--- config.mk ---
export PLATFORM = sky130hd
export DESIGN_NAME = if_prefetch_queue
export DESIGN_NICKNAME = d
export VERILOG_FILES = /design/src/rtl/if_prefetch_queue.sv
export SDC_FILE = /design/constraint.sdc
export NUM_CORES = 1
export LEC_CHECK = 0
export ABC_AREA = 1
export BUFFER_PORTS_ARGS = -buffer_cell sky130_fd_sc_hd__buf_2
export CAP_MARGIN = 20
export CORE_UTILIZATION = 40
export CTS_CLUSTER_DIAMETER = 100
export DETAILED_ROUTE_END_ITERATION = 6
export PLACE_DENSITY_LB_ADDON = 0.08
export SLEW_MARGIN = 25
export SYNTH_ARGS = -nofsm -noshare
export SYNTH_HDL_FRONTEND = slang
export SYNTH_SLANG_ARGS = --single-unit
--- constraint.sdc ---
create_clock -name clock -period 4.2 [get_ports clock]
set_clock_uncertainty 0.2 [all_clocks]
set_input_delay 0.21 -clock clock [delete_from_list [all_inputs] [get_ports clock]]
set_output_delay 0.21 -clock clock [all_outputs]
set_load 0.005 [all_outputs]
--- src/rtl/if_prefetch_queue.sv ---
`default_nettype none
// ============================================================================
// Module   : if_prefetch_queue
// Brief    : Instruction prefetch queue. Fetches 16-bit words from a
//            variable-latency memory and hands them to decode. It also
//            handles redirects by flushing the queue and any in-flight fetch.
//            The optional IFQ_STATS_EN macro adds fetch and bubble counters.
// Revision : 1.0 - initial release
// ============================================================================
module if_prefetch_queue #(
    parameter int          DEPTH    = 4,
    parameter logic [15:0] RESET_PC = 16'h0000
) (
    input  logic        clock,
    input  logic        reset_n,
    output logic        imem_req,
    output logic [15:0] imem_addr,
    input  logic        imem_ack,
    input  logic [15:0] imem_rdata,
    output logic        ir_valid,
    output logic [15:0] ir,
    output logic [15:0] ir_pc,
    input  logic        ir_ready,
    input  logic        redirect,
    input  logic [15:0] redirect_pc
`ifdef IFQ_STATS_EN
    ,
    output logic [15:0] fetch_count,
    output logic [15:0] bubble_count
`endif
);

    localparam int          PW         = (DEPTH > 1) ? $clog2(DEPTH) : 1;
    localparam logic [PW:0] C_FULL     = (PW+1)'(DEPTH);
    localparam logic [15:0] C_RESET_PC = {RESET_PC[15:1], 1'b0};

    typedef enum logic [1:0] {
        ST_FETCH = 2'd0,
        ST_HOLD  = 2'd1,
        ST_DRAIN = 2'd2
    } state_t;

    state_t         r_state;
    logic           r_req;
    logic           r_drop;
    logic [15:0]    r_fetch_pc;
    logic [15:0]    r_pend_pc;
    logic [PW:0]    r_count;
    logic [PW-1:0]  r_rd;
    logic [PW-1:0]  r_wr;
    logic [31:0]    r_mem [DEPTH];

    logic           w_ack;
    logic           w_push;
    logic           w_pop;
    logic [PW:0]    w_cnt_nxt;
    logic [15:0]    w_redirect_pc;

    assign w_ack         = r_req & imem_ack;
    // Drained data and data acked in a redirect cycle never reach the queue
    assign w_push        = w_ack & ~r_drop & ~redirect & (r_state == ST_FETCH);
    assign w_pop         = (r_count != '0) & ir_ready & ~redirect;
    assign w_cnt_nxt     = r_count + (PW+1)'(w_push) - (PW+1)'(w_pop);
    assign w_redirect_pc = redirect_pc & 16'hFFFE;

    assign imem_req  = r_req;
    assign imem_addr = r_fetch_pc;
    assign ir_valid  = (r_count != '0);
    assign ir        = r_mem[r_rd][15:0];
    assign ir_pc     = r_mem[r_rd][31:16];

    always_ff @(posedge clock or negedge reset_n) begin
        if (!reset_n) begin
            r_state    <= ST_FETCH;
            r_req      <= 1'b0;
            r_drop     <= 1'b0;
            r_fetch_pc <= C_RESET_PC;
            r_pend_pc  <= 16'h0000;
            r_count    <= '0;
            r_rd       <= '0;
            r_wr       <= '0;
            for (int i = 0; i < DEPTH; i++) begin
                r_mem[i] <= 32'h0;
            end
        end else begin
            r_count <= redirect ? '0 : w_cnt_nxt;
            if (w_push) begin
                r_mem[r_wr] <= {r_fetch_pc, imem_rdata};
                r_wr        <= r_wr + PW'(1);
            end
            if (redirect) begin
                r_rd <= r_wr;
            end else if (w_pop) begin
                r_rd <= r_rd + PW'(1);
            end

            if (redirect) begin
                // An unacked request must complete before the new PC goes out
                if (!r_req || imem_ack) begin
                    r_state    <= ST_FETCH;
                    r_req      <= 1'b1;
                    r_drop     <= 1'b0;
                    r_fetch_pc <= w_redirect_pc;
                end else begin
                    r_state    <= ST_DRAIN;
                    r_req      <= 1'b1;
                    r_drop     <= 1'b1;
                    r_pend_pc  <= w_redirect_pc;
                end
            end else begin
                case (r_state)
                    ST_FETCH: begin
                        if (w_push) begin
                            r_fetch_pc <= r_fetch_pc + 16'd2;
                        end
                        if (w_cnt_nxt == C_FULL) begin
                            r_state <= ST_HOLD;
                            r_req   <= 1'b0;
                        end else begin
                            r_req   <= 1'b1;
                        end
                    end
                    ST_HOLD: begin
                        if (w_cnt_nxt != C_FULL) begin
                            r_state <= ST_FETCH;
                            r_req   <= 1'b1;
                        end
                    end
                    ST_DRAIN: begin
                        if (w_ack) begin
                            r_state    <= ST_FETCH;
                            r_req      <= 1'b1;
                            r_drop     <= 1'b0;
                            r_fetch_pc <= r_pend_pc;
                        end
                    end
                    default: begin
                        r_state <= ST_FETCH;
                        r_req   <= 1'b0;
                        r_drop  <= 1'b0;
                    end
                endcase
            end
        end
    end

`ifdef IFQ_STATS_EN
    logic [15:0] r_fetch_count;
    logic [15:0] r_bubble_count;

    always_ff @(posedge clock or negedge reset_n) begin
        if (!reset_n) begin
            r_fetch_count  <= 16'h0000;
            r_bubble_count <= 16'h0000;
        end else begin
            if (w_push && (r_fetch_count != 16'hFFFF)) begin
                r_fetch_count <= r_fetch_count + 16'd1;
            end
            if ((r_count == '0) && (r_bubble_count != 16'hFFFF)) begin
                r_bubble_count <= r_bubble_count + 16'd1;
            end
        end
    end

    assign fetch_count  = r_fetch_count;
    assign bubble_count = r_bubble_count;
`endif

endmodule
`default_nettype wire
==> out/qor.yml <==
drc: 0
dp_hpwl_um: 11700
drt-initial-drc-count: 388
wl_um: 19900
areaGrowthSynthToFinish_pct: 17.6
fin_hold_ws_ns: 0.106
num_antenna_cells: 0
worst_pin_slew_ns: 0.872
grt_max_degree: 113
ys_top_cells_by_area: "dfrtp_1 52%, nand2_1 11%, o21ai_1 6.7%"
dieArea_mm2: 0.0205
cp.arrival_ns: 3.27
relSlewSlack: 0.418
io_buffer_count: 83
worstPathMaxFanout: 8
drt_first_pass_iters: 5
slew_violations: 0
status: "complete, no violations"
layout-drive-gt1-share: 0.148
grtUsageMet3: 0.0343
synth_seq_cells: 165
hold_path.class: "in -> reg"
critPathRequiredTime_ns: 4.29
final_min_period_over_clock_period: 0.758
via_count: 6459
start_kind: "flop"
finalInstanceArea_mm2: 0.00939
first_global_vias: 6165
antenna_found_initial: 0
clkSlewWorstSetupHoldPaths_ns: 0.07
grtUsageTotal: 0.210
wire_per_inst_um: 15.2
die_x_um: 143
gp_congestion: 0.775
viasPerCell: 4.95
finalSetupViolCount: 0
worstSetupPathType: "reg -> reg"
ys_warn_count: 0
cts_root_buffer: "clkbuf_16"
ant_nets: 0
cts_resized: 0
clockBufferDepth: 2
cts_tree: "built"
core_area_mm2: 0.0195
cap_violations: 0
synth_cells: 939
ys_types: 31
grt_use_met1: 0.287
seq_area_frac_synth: 0.517
dpl_cell_area_mm2: 0.00839
rsz0062_at_grt: "false"
final_hold_viol_count: 0
setup_tns_ns: 0
ios: 87
cts-buffers-inserted: 17
num_rows: 51
register_area_mm2: 0.00413
cts_num_sinks: 165
syn_area_mm2: 0.00799
die_h_um: 143
h-tree-depth: 4
busiest_layer: "met2"
final.min_clock_period_ns: 3.18
p_leak_nw: 4.59
max-vdd-ir-drop_uv: 339
grt_overflow_total: 0
synth_top_area_cell: "dfrtp_1"
multi_input_area_mm2: 0.00319
nets: 1078
netlist.area_leader.share: 0.517
fmax_mhz: 314
clock_latency_ns: 0.42
avgSynthCellArea_um2: 8.50
grtUsageMet2: 0.340
grt_pass1_wl_um: 32800
cp-end-kind: "flop"
p_per_area_mw_per_mm2: 760
initial_utilization: 0.409
fill_cells: 1988
[registers in the layout, indices dropped and copies added (netlist names)]
| name | cells |
|---|---|
| imem_req | 1 |
| r_pend_pc | 15 |
| r_state | 2 |
| r_drop | 1 |
| r_wr | 2 |
| r_mem | 124 |
| r_count | 3 |
| r_rd | 2 |
| imem_addr | 15 |
[stage by stage]
stage | total power, mW | setup slack (ns) | utilization | cells
2_1_floorplan | 4.55 | 1.29 | - | 940
3_3_place_gp | 5.49 | 1.03 | 0.429 | 1237
3_5_place_dp | 5.53 | 0.987 | 0.430 | 1237
4_1_cts | 7.25 | 0.975 | 0.481 | 1306
5_1_grt | 7.80 | 0.746 | 0.481 | 1306
6_report | 7.14 | 1.02 | 0.481 | 1306
[synthesized netlist by cell type, drive strengths merged]
| library cell | n |
|---|---|
| nor2 | 92 |
| o211ai | 4 |
| fa | 1 |
| clkbuf | 24 |
| nand3 | 16 |
| ha | 11 |
| xor2 | 5 |
| nand2 | 237 |
| o221ai | 1 |
| inv | 66 |
| nand4 | 5 |
| a31oi | 2 |
| a21oi | 23 |
| conb | 1 |
| buf | 33 |
| nand3b | 1 |
| o21ai | 221 |
| o22ai | 31 |
| dfrtp | 165 |
[cell families after synthesis]
family                   count (synthesis)  share of synthesized area
AO/OA/AOI/OAI                          282                      0.193
XOR/XNOR                                 5                    0.00548
adder cells (fa/ha/maj)                 12                     0.0197
buffers and inverters                  123                     0.0837
flip-flops                             165                      0.517
other                                    1                   0.000470
AND/OR/NAND/NOR                        351                      0.181
[worst paths after layout]
check                                               from                  endpoint  slack (ns)  cells past startpoint
worst max register to register    r_state[0]$_DFFE_PN0P_    r_state[1]$_DFFE_PN0P_        1.02                     17
min in group asynchronous                        reset_n     r_mem[15]$_DFFE_PN0P_        0.23                      2
max in group asynchronous                        reset_n       r_rd[0]$_DFFE_PN0P_        2.72                      3
worst max-delay path              r_state[0]$_DFFE_PN0P_    r_state[1]$_DFFE_PN0P_        1.02                     17
worst min register to register  r_pend_pc[3]$_DFFE_PN0P_  r_pend_pc[3]$_DFFE_PN0P_        0.28                      2
worst min-delay path                            redirect      r_count[2]$_DFF_PN0_        0.11                      2
[worst max-delay path, stage by stage, from the launching register on]
cell and delay (ns):
dfrtp_1 0.42, inv_1 0.09, ha_1 0.29, nand2_8 0.09
nor2_8 0.23, inv_1 0.07, ha_1 0.29, inv_1 0.05
ha_1 0.13, inv_1 0.04, fa_1 0.50, inv_1 0.05
nor2_1 0.13, nand3_1 0.12, nand2_1 0.07, inv_1 0.04
nor2_1 0.12, o21ai_0 0.10
[timing repair]
action	CTS	global route
hold buffers	38	0
endpoints found under the hold margin	205	0
buffers inserted	0	0
[layout make-up]
cell class,count,area share
clock inverters,12,0.0191
well taps,265,0.0353
multi-input cells,652,0.340
inverters,66,0.0269
flip-flops and latches,165,0.440
clock buffers,19,0.0472
repair buffers,127,0.0919
[layer usage]
metal  vias to the layer above  part of all wire
met4                         0             0.014
met3                        16             0.033
met2                       119              0.47
li1                       3272                 -
met1                      3052              0.49
met5                         -                 0
[power breakdown]
part | total, mW | internal, mW | switching, mW | leakage, nW
Clock | 1.66 | 1.01 | 0.647 | 0.295
Sequential | 2.74 | 2.28 | 0.461 | 2.11
Combinational | 2.74 | 1.09 | 1.66 | 2.18
Total | 7.14 | 4.37 | 2.77 | 4.59
[cell usage in the layout (no fill, tap or decap), drive strengths merged, types with 3 or more instances in the layout]
cell	instances
nand2	237
o21ai	221
dfrtp	165
nor2	92
buf	89
inv	67
dlygate4sd3	38
o22ai	31
a21oi	23
clkbuf	19
nand3	16
ha	11
xor2	5
nand4	5
o211ai	4
bufinv	4
clkinv	4
clkinvlp	3
No activity file was read; power rests on OpenSTA's default activity.
